$ cat config.mk
export PLATFORM = sky130hd
export DESIGN_NAME = param_register_file
export DESIGN_NICKNAME = d
export VERILOG_FILES = /design/src/rtl/param_register_file.sv
export SDC_FILE = /design/constraint.sdc
export NUM_CORES = 2
export LEC_CHECK = 0
export BUFFER_PORTS_ARGS = -buffer_cell sky130_fd_sc_hd__buf_2
export CAP_MARGIN = 30
export CORE_ASPECT_RATIO = 1.1
export CORE_MARGIN = 3
export CORE_UTILIZATION = 50
export CTS_CLUSTER_SIZE = 28
export DETAILED_ROUTE_END_ITERATION = 10
export PLACE_DENSITY_LB_ADDON = 0.3
export SETUP_SLACK_MARGIN = 0.3
export SLEW_MARGIN = 20
export SYNTH_ARGS = -nofsm -noshare
export SYNTH_HDL_FRONTEND = slang
export SYNTH_SLANG_ARGS = --single-unit
$ cat constraint.sdc
create_clock -name Clk -period 4.5 [get_ports Clk]
set_clock_uncertainty 0.15 [all_clocks]
set_input_delay 0.45 -clock Clk [delete_from_list [all_inputs] [get_ports Clk]]
set_output_delay 0.45 -clock Clk [all_outputs]
set_load 0.01 [all_outputs]
$ cat src/rtl/param_register_file.sv
// Parametrised 2-read/1-write register file with optional zero register and write bypass.
// After reset, a clear sequencer zeroes every entry before Ready rises.
module param_register_file #(
  parameter int DATA_WIDTH = 32,
  parameter int ADDR_WIDTH = 5,
  parameter int DEPTH      = 32,
  parameter int ZERO_REG   = 1,
  parameter int BYPASS     = 1
) (
  input  logic                  Clk,
  input  logic                  Rst_n,
  input  logic [ADDR_WIDTH-1:0] ReadRegister1,
  input  logic [ADDR_WIDTH-1:0] ReadRegister2,
  input  logic [ADDR_WIDTH-1:0] WriteRegister,
  input  logic [DATA_WIDTH-1:0] WriteData,
  input  logic                  RegWrite,
  output logic [DATA_WIDTH-1:0] ReadData1,
  output logic [DATA_WIDTH-1:0] ReadData2,
  output logic                  Ready
);

  localparam int IDX_W = (DEPTH > 1) ? $clog2(DEPTH) : 1;
  localparam logic [ADDR_WIDTH:0] DEPTH_C = DEPTH[ADDR_WIDTH:0];
  localparam logic [ADDR_WIDTH:0] LAST_C  = DEPTH_C - 1'b1;

  typedef enum logic {CLEAR, READY} stateT;

  stateT                 state, stateNext;
  logic [ADDR_WIDTH:0]   clrCnt, clrCntNext;
  logic                  memWe;
  logic [IDX_W-1:0]      memIdx;
  logic [DATA_WIDTH-1:0] memWd;
  logic                  writeAccept;
  logic [DATA_WIDTH-1:0] mem [DEPTH];

  // Out-of-range and zero-register writes are dropped and never forwarded.
  assign writeAccept = RegWrite && ({1'b0, WriteRegister} < DEPTH_C) &&
                       !((ZERO_REG != 0) && (WriteRegister == '0));

  always_ff @(negedge Clk or negedge Rst_n) begin
    if (!Rst_n) begin
      state  <= CLEAR;
      clrCnt <= '0;
    end else begin
      state  <= stateNext;
      clrCnt <= clrCntNext;
    end
  end

  always_comb begin
    stateNext  = state;
    clrCntNext = clrCnt;
    memWe      = 1'b0;
    memIdx     = WriteRegister[IDX_W-1:0];
    memWd      = WriteData;
    case (state)
      CLEAR: begin
        memWe      = 1'b1;
        memIdx     = clrCnt[IDX_W-1:0];
        memWd      = '0;
        clrCntNext = clrCnt + 1'b1;
        if (clrCnt == LAST_C) stateNext = READY;
      end
      READY:   memWe = writeAccept;
      default: stateNext = CLEAR;
    endcase
  end

  // Storage has no reset; the clear sequence is what empties it.
  always_ff @(negedge Clk) begin
    if (memWe) mem[memIdx] <= memWd;
  end

  genvar gi;
  generate
    for (gi = 0; gi < 2; gi++) begin : gRead
      logic [ADDR_WIDTH-1:0] addr;
      logic                  inRange;
      logic                  isZero;
      logic                  hit;
      logic [DATA_WIDTH-1:0] dataReg;

      assign addr    = (gi == 0) ? ReadRegister1 : ReadRegister2;
      assign inRange = ({1'b0, addr} < DEPTH_C);
      assign isZero  = (ZERO_REG != 0) && (addr == '0);
      assign hit     = (BYPASS != 0) && writeAccept && (WriteRegister == addr);

      always_ff @(negedge Clk or negedge Rst_n) begin
        if (!Rst_n) begin
          dataReg <= '0;
        end else if (state != READY || !inRange || isZero) begin
          dataReg <= '0;
        end else if (hit) begin
          dataReg <= WriteData;
        end else begin
          dataReg <= mem[addr[IDX_W-1:0]];
        end
      end
    end
  endgenerate

  assign ReadData1 = gRead[0].dataReg;
  assign ReadData2 = gRead[1].dataReg;
  assign Ready     = (state == READY);

endmodule

==> out/qor.yml <==
outcome: "finished, final reports clean"
synth_edf_count: 1024
drive_gt1_share_pct: 28.2
coreArea_um2: 99300
hold_viol: 0
cp_max_fo: 1
syn_nets: 2803
yosysMostFrequentCell: "edfxtp_1"
drv_slew: 0
final-seq-area_um2: 32500
htree_num_levels: 3
place_ws_ns: -0.431
synthDistinctLibCells: 59
r2r-end: "mem[28][16]$_DFFE_NP_"
gp_congestion: 0.908
die_area_um2: 104000
multi_input_area_um2: 16900
cts-root-buf: "clkbuf_16"
tns_ns: 0
rsz0062_at_grt: "true"
critPathCaptureType: "primary output"
grt_pass1_vias: 39000
synthTopCellsByCount: "edfxtp_1, mux4_2, mux2i_1"
grt-ovfl-total: 0
cts_made_buffers: 111
min_path_cells: 1
post_drt_wl_per_cell_um: 31.6
syn_avg_cell_area_um2: 18.3
seq_area_frac_synth_pct: 64.7
timing.rr.start: "Ready$_DFF_NN0_"
synth_ff_type: "edfxtp_1"
chipWidth_um: 308
crit_type: "reg2out"
start_util_pct: 50.6
synth_area_leaders: "edfxtp_1, mux4_2, mux2i_1"
dpl-instance-area_um2: 56800
yosysWarnings: 0
timing.hold.ws_ns: 0.275
postLayoutCoreUtil_pct: 65.6
netlist.area_leader.share_pct: 61.2
areaGrowthSynthToFinish_pct: 29.7
antennaDiodeCount: 0
dp.final_hpwl_um: 107000
worstPathArrival_ns: 3.67
fp-row-count: 121
fin_nets: 4277
cts_buffer_depth: 3
crit_path_start_kind: "flop"
dr.first_iter.drc_count: 5161
r2r_slack_ns: 1.91
max_slew_margin_pct: 53.6
fillers: 6586
cts_tree: "built"
crit_chain: "buf_6"
min_to: "clrCnt[5]$_DFFE_NN0N_"
setup_slack_ns: 0.226
ios: 115
finalWirelength_um: 177000
synth_cells: 2752
cts_num_sinks: 1095
reg2reg_depth: 6
min_from: "clrCnt[5]$_DFFE_NN0N_"
yosysTopAreaCell: "edfxtp_1"
synth_area_um2: 50200
grt_max_degree: 59
hold_buffers: 0
clock_latency_ns: 0.72
io_buffers: 114
ant_nets: 0
drc: 0
p_leak_nw: 26.6
worstPathRequired_ns: 3.90
cts.clk_slew.worst_paths_ns: 0.05
hold_class: "reg2reg"
path_buf_inv: 1
ys_async_sr_fraction_pct: 6.48
vias: 37100
slowest_delay_ns: 0.61
path_delay_family: "flip-flops"
drtPass1Iterations: 8
ys_ff_latch: 1095
slowest_stage: "dfrtn_1"
powerDensity_nw_per_um2: 417
worst_pin_slew_ns: 0.696
cap_viol_max_count: 0
via_per_inst: 6.61
die_y_um: 338
antenna_found_initial: 1
vdd_drop_max_uv: 315
stdcell_area_um2: 65100
finalSetupViolCount: 0
grtUsageTotal_pct: 34.0
grt_first_pass_wirelength_um: 256000
cells in the final DEF (no fill, tap or decap), drive strengths merged, types with 10 or more instances in the layout:
cell and n:
dfrtn 71, a22o 12, edfxtp 1024, mux2i 265, a211o 32, o2111a 11
o22ai 25, mux4 373, nand4 15, a22oi 127, mux2 22, nand3 22
a221oi 114, a21oi 89, clkinvlp 13, buf 567, o221ai 23, nand2 61
nor2 40, and2 36, o21ai 75, bufinv 14, inv 1056, clkinv 27
xnor2 10, clkbuf 133
routing by layer:
metal	GRT usage (%)	share of wire, %	vias up
met3	11.1	15	695
met4	21.2	6.4	0
met2	50.0	45	3229
met5	0	0	-
li1	-	-	14800
met1	44.1	33	18400
flip-flops by register name (all words and copies together), names as in the netlist:
register / flops
ReadData2: 32
mem: 1024
clrCnt: 6
ReadData1: 32
Ready: 1
cell families (layout without fill, tap and decap cells):
group           Yosys count  after routing  synth area share (%)
compound gates          541            541                  7.88
buf+inv                 239           1810                  2.57
xor+xnor                 15             15                 0.261
mux                     660            660                  22.5
simple gates            201            201                  2.04
fa+ha+maj                 1              1                0.0249
flops                  1095           1095                  64.7
where the power goes:
group          internal (W)  switching, W
combinational       0.00101       0.00132
clock               0.00687       0.00661
sequential           0.0113     0.0000641
stage by stage:
step / std cells / power [W]
final: 5614 / 0.0272
after global routing: 5614 / 0.0287
after CTS: 5572 / 0.0272
after detailed placement: 4339 / 0.0151
after global placement: 4339 / 0.0150
after floorplan: 2752 / 0.0140
area by class of cell:
| cell class | instances | area share [%] |
|---|---|---|
| tap | 1291 | 2.48 |
| timing repair buffer | 568 | 9.79 |
| clock inverter | 1102 | 7.15 |
| multi-input combinational | 1418 | 25.9 |
| inverter | 8 | 0.0461 |
| sequential | 1095 | 49.9 |
| clock buffer | 132 | 4.67 |
how the worst max path moves through the flow:
| stage | depth (start not counted) | from | slack [ns] | end |
|---|---|---|---|---|
| after floorplan | 4 | WriteRegister[3] | -0.03 | mem[0][0]$_DFFE_NP_ |
| after global placement | 7 | ReadRegister1[0] | -0.44 | ReadData1[14]$_DFF_NN0_ |
| after detailed placement | 7 | ReadRegister1[0] | -0.43 | ReadData1[14]$_DFF_NN0_ |
| after CTS | 1 | ReadData1[21]$_DFF_NN0_ | 0.22 | ReadData1[21] |
| after global routing | 1 | ReadData1[21]$_DFF_NN0_ | 0.20 | ReadData1[21] |
| final | 1 | ReadData1[21]$_DFF_NN0_ | 0.23 | ReadData1[21] |
what timing repair did:
| action | CTS | global route |
|---|---|---|
| endpoints found under the setup margin | 8 | 37 |
| resized for setup | 6 | 12 |
| setup buffers | 0 | 13 |
| pin swaps | 0 | 1 |
(Power assumes the default switching activity.)
